===== src/rtl/voting_machine_n.sv =====
// ---------------------------------------------------------------------------
// voting_machine_n
//
// Parametrised front-panel voting machine. Each candidate has one debounced
// button. A vote is counted once a single button has been sampled high for
// HOLD_CYCLES consecutive clocks. A press involving more than one button is
// rejected and flagged. Per-candidate counters and the running total
// saturate. Result mode shows the count of a selected candidate. The leader
// index and tie flag are maintained in both modes.
//
// Ports:
//   clock      in   rising-edge system clock
//   reset      in   asynchronous, active-high; clears all state
//   mode       in   0 = voting, 1 = result display
//   buttons    in   [NUM_CAND] one bit per candidate (bit i = candidate i)
//   led        out  [COUNT_W] displayed count (0 while voting)
//   vote_valid out  one-cycle pulse after a vote is registered
//   multi_err  out  one-cycle pulse when a multi-button press is rejected
//   winner     out  [clog2(NUM_CAND)] lowest index holding the max count
//   tie        out  nonzero maximum shared by two or more candidates
//   total      out  [COUNT_W+clog2(NUM_CAND)] saturating sum of all votes
// ---------------------------------------------------------------------------
module voting_machine_n #(
    parameter int NUM_CAND    = 4,
    parameter int COUNT_W     = 8,
    parameter int HOLD_CYCLES = 100,
    localparam int IDX_W      = (NUM_CAND > 1) ? $clog2(NUM_CAND) : 1,
    localparam int TOT_W      = COUNT_W + IDX_W
) (
    input  logic                clock,
    input  logic                reset,
    input  logic                mode,
    input  logic [NUM_CAND-1:0] buttons,
    output logic [COUNT_W-1:0]  led,
    output logic                vote_valid,
    output logic                multi_err,
    output logic [IDX_W-1:0]    winner,
    output logic                tie,
    output logic [TOT_W-1:0]    total
);

    localparam int HC_W = $clog2(HOLD_CYCLES + 1);

    typedef enum logic [1:0] {
        IDLE     = 2'd0,
        HOLD     = 2'd1,
        WAIT_REL = 2'd2
    } state_t;

    state_t             state_q, state_d;
    logic [IDX_W-1:0]   idx_q, idx_d;
    logic [HC_W-1:0]    hold_q, hold_d;
    logic [COUNT_W-1:0] count_q [NUM_CAND];
    logic [COUNT_W-1:0] count_d [NUM_CAND];
    logic [TOT_W-1:0]   total_q, total_d;
    logic [COUNT_W-1:0] led_q, led_d;
    logic               vv_q, me_q;
    logic [IDX_W-1:0]   winner_q, winner_d;
    logic               tie_q, tie_d;

    logic               any_hi, multi_hi;
    logic [IDX_W-1:0]   low_idx;
    logic               latched_hi, others_hi;
    logic               vote, err;

    function automatic logic [COUNT_W-1:0] sat_inc_count(input logic [COUNT_W-1:0] v);
        return (&v) ? v : v + COUNT_W'(1);
    endfunction

    function automatic logic [TOT_W-1:0] sat_inc_total(input logic [TOT_W-1:0] v);
        return (&v) ? v : v + TOT_W'(1);
    endfunction

    // Button decode. Scanning from the top down leaves the lowest-index
    // high button in low_idx, which both the FSM and the display use.
    always_comb begin
        any_hi   = 1'b0;
        multi_hi = 1'b0;
        low_idx  = '0;
        for (int i = NUM_CAND - 1; i >= 0; i--) begin
            if (buttons[i]) begin
                if (any_hi) multi_hi = 1'b1;
                any_hi  = 1'b1;
                low_idx = IDX_W'(i);
            end
        end
    end

    always_comb begin
        logic [NUM_CAND-1:0] sel_mask;
        sel_mask           = '0;
        sel_mask[idx_q]    = 1'b1;
        latched_hi         = |(buttons & sel_mask);
        others_hi          = |(buttons & ~sel_mask);
    end

    // Vote FSM next-state. hold_q counts consecutive samples of the latched
    // button; the vote fires on the edge that takes the sample count to
    // HOLD_CYCLES.
    always_comb begin
        state_d = state_q;
        idx_d   = idx_q;
        hold_d  = hold_q;
        vote    = 1'b0;
        err     = 1'b0;
        if (mode) begin
            // Result mode abandons any press in progress.
            state_d = IDLE;
            hold_d  = '0;
        end else begin
            unique case (state_q)
                IDLE: begin
                    if (multi_hi) begin
                        err     = 1'b1;
                        state_d = WAIT_REL;
                    end else if (any_hi) begin
                        idx_d   = low_idx;
                        hold_d  = HC_W'(1);
                        state_d = HOLD;
                    end
                end
                HOLD: begin
                    if (!latched_hi) begin
                        // Released early: no vote, and no error even if a
                        // different button has taken its place.
                        state_d = any_hi ? WAIT_REL : IDLE;
                    end else if (others_hi) begin
                        err     = 1'b1;
                        state_d = WAIT_REL;
                    end else if (hold_q == HC_W'(HOLD_CYCLES - 1)) begin
                        vote    = 1'b1;
                        state_d = WAIT_REL;
                    end else begin
                        hold_d = hold_q + HC_W'(1);
                    end
                end
                WAIT_REL: begin
                    if (!any_hi) state_d = IDLE;
                end
                default: state_d = IDLE;
            endcase
        end
    end

    always_comb begin
        count_d = count_q;
        total_d = total_q;
        if (vote) begin
            count_d[idx_q] = sat_inc_count(count_q[idx_q]);
            total_d        = sat_inc_total(total_q);
        end
    end

    // Display: zero while voting; in result mode follow the lowest pressed
    // button and hold the last value once all buttons are released.
    always_comb begin
        led_d = led_q;
        if (!mode) begin
            led_d = '0;
        end else if (any_hi) begin
            led_d = count_q[low_idx];
        end
    end

    // Leader scan over the registered counts. Strict '>' keeps the lowest
    // index on equal counts; a later equal nonzero count marks a tie.
    always_comb begin
        logic [COUNT_W-1:0] max_v;
        max_v    = '0;
        winner_d = '0;
        tie_d    = 1'b0;
        for (int i = 0; i < NUM_CAND; i++) begin
            if (count_q[i] > max_v) begin
                max_v    = count_q[i];
                winner_d = IDX_W'(i);
                tie_d    = 1'b0;
            end else if ((count_q[i] == max_v) && (max_v != '0)) begin
                tie_d = 1'b1;
            end
        end
    end

    always_ff @(posedge clock or posedge reset) begin
        if (reset) begin
            state_q  <= IDLE;
            idx_q    <= '0;
            hold_q   <= '0;
            total_q  <= '0;
            led_q    <= '0;
            vv_q     <= 1'b0;
            me_q     <= 1'b0;
            winner_q <= '0;
            tie_q    <= 1'b0;
            for (int i = 0; i < NUM_CAND; i++) count_q[i] <= '0;
        end else begin
            state_q  <= state_d;
            idx_q    <= idx_d;
            hold_q   <= hold_d;
            total_q  <= total_d;
            led_q    <= led_d;
            vv_q     <= vote;
            me_q     <= err;
            winner_q <= winner_d;
            tie_q    <= tie_d;
            for (int i = 0; i < NUM_CAND; i++) count_q[i] <= count_d[i];
        end
    end

    assign led        = led_q;
    assign vote_valid = vv_q;
    assign multi_err  = me_q;
    assign winner     = winner_q;
    assign tie        = tie_q;
    assign total      = total_q;

endmodule


===== config.mk =====
export PLATFORM = sky130hd
export DESIGN_NAME = voting_machine_n
export DESIGN_NICKNAME = d
export VERILOG_FILES = /design/src/rtl/voting_machine_n.sv
export SDC_FILE = /design/constraint.sdc
export NUM_CORES = 1
export LEC_CHECK = 0
export BUFFER_PORTS_ARGS = -buffer_cell sky130_fd_sc_hd__buf_2
export CORE_AREA = 8 8 109 91
export CTS_CLUSTER_SIZE = 8
export DETAILED_ROUTE_END_ITERATION = 10
export DIE_AREA = 0 0 117 99
export GPL_ROUTABILITY_DRIVEN = 0
export PLACE_DENSITY_LB_ADDON = 0.2
export SLEW_MARGIN = 15
export SYNTH_ARGS = -nofsm -noshare
export SYNTH_HDL_FRONTEND = slang
export SYNTH_SLANG_ARGS = --single-unit

===== constraint.sdc =====
create_clock -name clock -period 5.7 [get_ports clock]
set_input_delay 0.57 -clock clock [delete_from_list [all_inputs] [get_ports clock]]
set_output_delay 0.57 -clock clock [all_outputs]
set_load 0.1 [all_outputs]

==> out/metrics.csv <==
metric;value;unit
status;finished, final reports clean;
Die Ht;99;um
crit path DAT;5520;ps
number of buffers and inverters on the critical path;2;
Initial Util;0.536;
Final period util;0.920;
commonest cells after routing, fill and taps aside;66 x dfrtp_1, 45 x nand2_1, 29 x buf_2;
final core occ;0.590;
commonest non-fill, non-tap cell in the layout;dfrtp_1;
leakage power;0.00225;uW
Distinct cells, synth;59;
initial antenna violation count;0;
Yosys warnings;0;
Multi-input gate area;2560;um^2
Power Dens Cells;247;nW/um^2
hold slack;445;ps
Syn Inst Count;426;
number of port buffers;29;
nets;485;
CTS root buf;clkbuf_8;
max_cap viols;0;
top cell type's share of synthesized area;0.376;
reg2reg setup slack;450;ps
Crit. End Element;flip-flop;
core area;8180;um^2
DRC viols;0;
Worst-path clk slew;70;ps
share of layout cells above drive strength 1;0.237;
Worst-Margin Slew;1030;ps
Cell Chain, Critical Path;inv_1 -> ha_1 -> nand4_1 -> nor2_1 -> a211o_1 -> and2_2 -> mux2i_1 -> ha_1 -> nand4_1 -> or2_2 -> nand2_1 -> and2_0 -> buf_4 -> o211ai_1 -> nand2_1 -> ha_1 -> nor2b_1 -> o21a_1 -> o21a_1 -> o211ai_1 -> a21boi_0 -> o31ai_1 -> nand2_1 -> o2bb2ai_1;
Post-DRT Antenna Nets;0;
CP Class;flip-flop to flip-flop;
Slew Viols, Final;0;
buffer count from post-CTS setup fixing;0;
prevailing post-synth register cell;dfrtp_1;
FF+latch area;1650;um^2
setup TNS;0;ps
crit path launch type;flip-flop;
Site Rows;30;
Crit Reg-Reg Startpoint;count_q[31];
CTS tree;done;
IR drop worst, VDD;0.000216;V
Skew-Pair Late Insertion Delay;360;ps
average size of a mapped cell;10.3;um^2
first-pass GRT wire length;17700;um
reg-to-reg endpoint;tie;
syn nets;460;
clk sinks;66;
P&R area growth vs syn;9.95;%
wire per inst;18.3;um
routed vias;3398;
post-synthesis sequential area ratio;0.376;
WP data required;5980;ps
synth top area cells;dfrtp_1 38%, mux4_2 8.7%, ha_1 7.7%;
R2R cell count;24;
worst setup slack after layout;454;ps
Tmin final;5250;ps
mapped cell area;4390;um^2
hold crit path type;primary input to asynchronous set/reset pin;
vias in the first global route;3427;
register bit total from synthesis;66;
GRT Util Overall;0.196;
Die ar.;11600;um^2
Initial DRC Count;293;
# setup viols final;0;
Worst path top cell family by delay;simple AND/OR/NAND/NOR gates;
CTS Buf Count;9;
slowest cell on the critical path;dfrtp_1;
Peak Freq;191;MHz
global route overflow;0;
drt first pass iters;4;
Post-Route WL;10400;um
Post-synth ARST share;1.00;
EDFF count, synth;0;
Die X-Extent;117;um
Slew HR;0.306;
Final Hold Fails;0;
area leader, netlist;dfrtp_1;
Post-DP HPWL;7740;um
pre-CTS setup slack;376;ps
largest net degree at the start of global routing;67;
Max clock buf depth;2;
H-tree depth;3;
CP max stage delay;450;ps
vias per cell;5.98;
number of I/O pins;30;
CP max FO;11;
RSZ-0062 raised after global routing;false;
fill count;719;
# diodes;0;
Final Skew;9.30;ps
-- worst max-delay path by stage --
stage / start / to / slack, ps / cells after the start
floorplan: count_q[25] / tie / 1070 / 25
detailed placement: count_q[31] / tie / 380 / 24
global placement: count_q[31] / tie / 730 / 24
finish: count_q[31] / tie / 450 / 24
global route: count_q[31] / tie / 20 / 24
CTS: count_q[31] / tie / 340 / 24
-- timing repair --
| item | 4_1_cts | 5_1_grt |
|---|---|---|
| gates resized for setup | 0 | 2 |
| hold buffers | 0 | 0 |
| setup endpoints to repair | 0 | 3 |
-- cells in the mapped netlist (6+ instances only) --
cell,n
o21a_1,7
nor2b_1,7
xnor2_1,8
clkbuf_1,8
dfrtp_1,66
and2_1,6
buf_2,7
nand4_1,14
a31oi_1,6
a21oi_1,22
nand3_1,13
a21o_1,6
ha_1,27
mux4_2,17
inv_1,23
o21ai_0,12
and3_1,8
a21boi_0,10
mux2_2,28
nand2_1,45
nor2_1,22
xor2_1,8
-- power breakdown --
part           total, uW  internal [uW]  switching, uW
registers            531            478           52.2
clock network        440            257            183
logic                220           92.6            127
-- tightest hold or removal path, delay by kind of cell --
family                 cells  cell delay (ps)
buffers and inverters      3              750
-- cells by family after synthesis --
logic type	Yosys count	synth area share
AO/OA/AOI/OAI	88	0.142
XOR/XNOR	16	0.0319
adder cells (fa/ha/maj)	28	0.0792
buffers and inverters	41	0.0405
flip-flops	66	0.376
multiplexers	49	0.168
AND/OR/NAND/NOR	138	0.162
-- flip-flops by register name, summed over array words and instances (netlist names) --
signal / flops
count_q: 32
hold_q: 7
idx_q: 2
led: 8
multi_err: 1
state_q: 2
tie: 1
total: 10
vote_valid: 1
winner: 2
-- cell type report --
| class | instances | share of cell area |
|---|---|---|
| clock inverter | 5 | 0.0161 |
| clock buffer | 11 | 0.0293 |
| timing repair buffer | 32 | 0.0347 |
| inverter | 23 | 0.0179 |
| multi-input combinational | 319 | 0.531 |
| tap | 112 | 0.0290 |
| sequential | 66 | 0.342 |
-- per-layer routing --
metal	global-route usage	share of wire	vias to the layer above
met4	0.0737	0.020	0
li1	-	-	1618
met3	0.0446	0.067	20
met5	0	0	-
met2	0.284	0.44	97
met1	0.277	0.47	1663
-- metrics by stage --
step / instance area (um^2) / instances / power, uW
after floorplan: 4390 / 426 / 714
after global placement: 4610 / 552 / 755
after global routing: 4830 / 568 / 1240
after detailed placement: 4610 / 552 / 758
final: 4830 / 568 / 1190
after CTS: 4820 / 568 / 1200
Note: power is estimated with default switching activity, not from simulation.
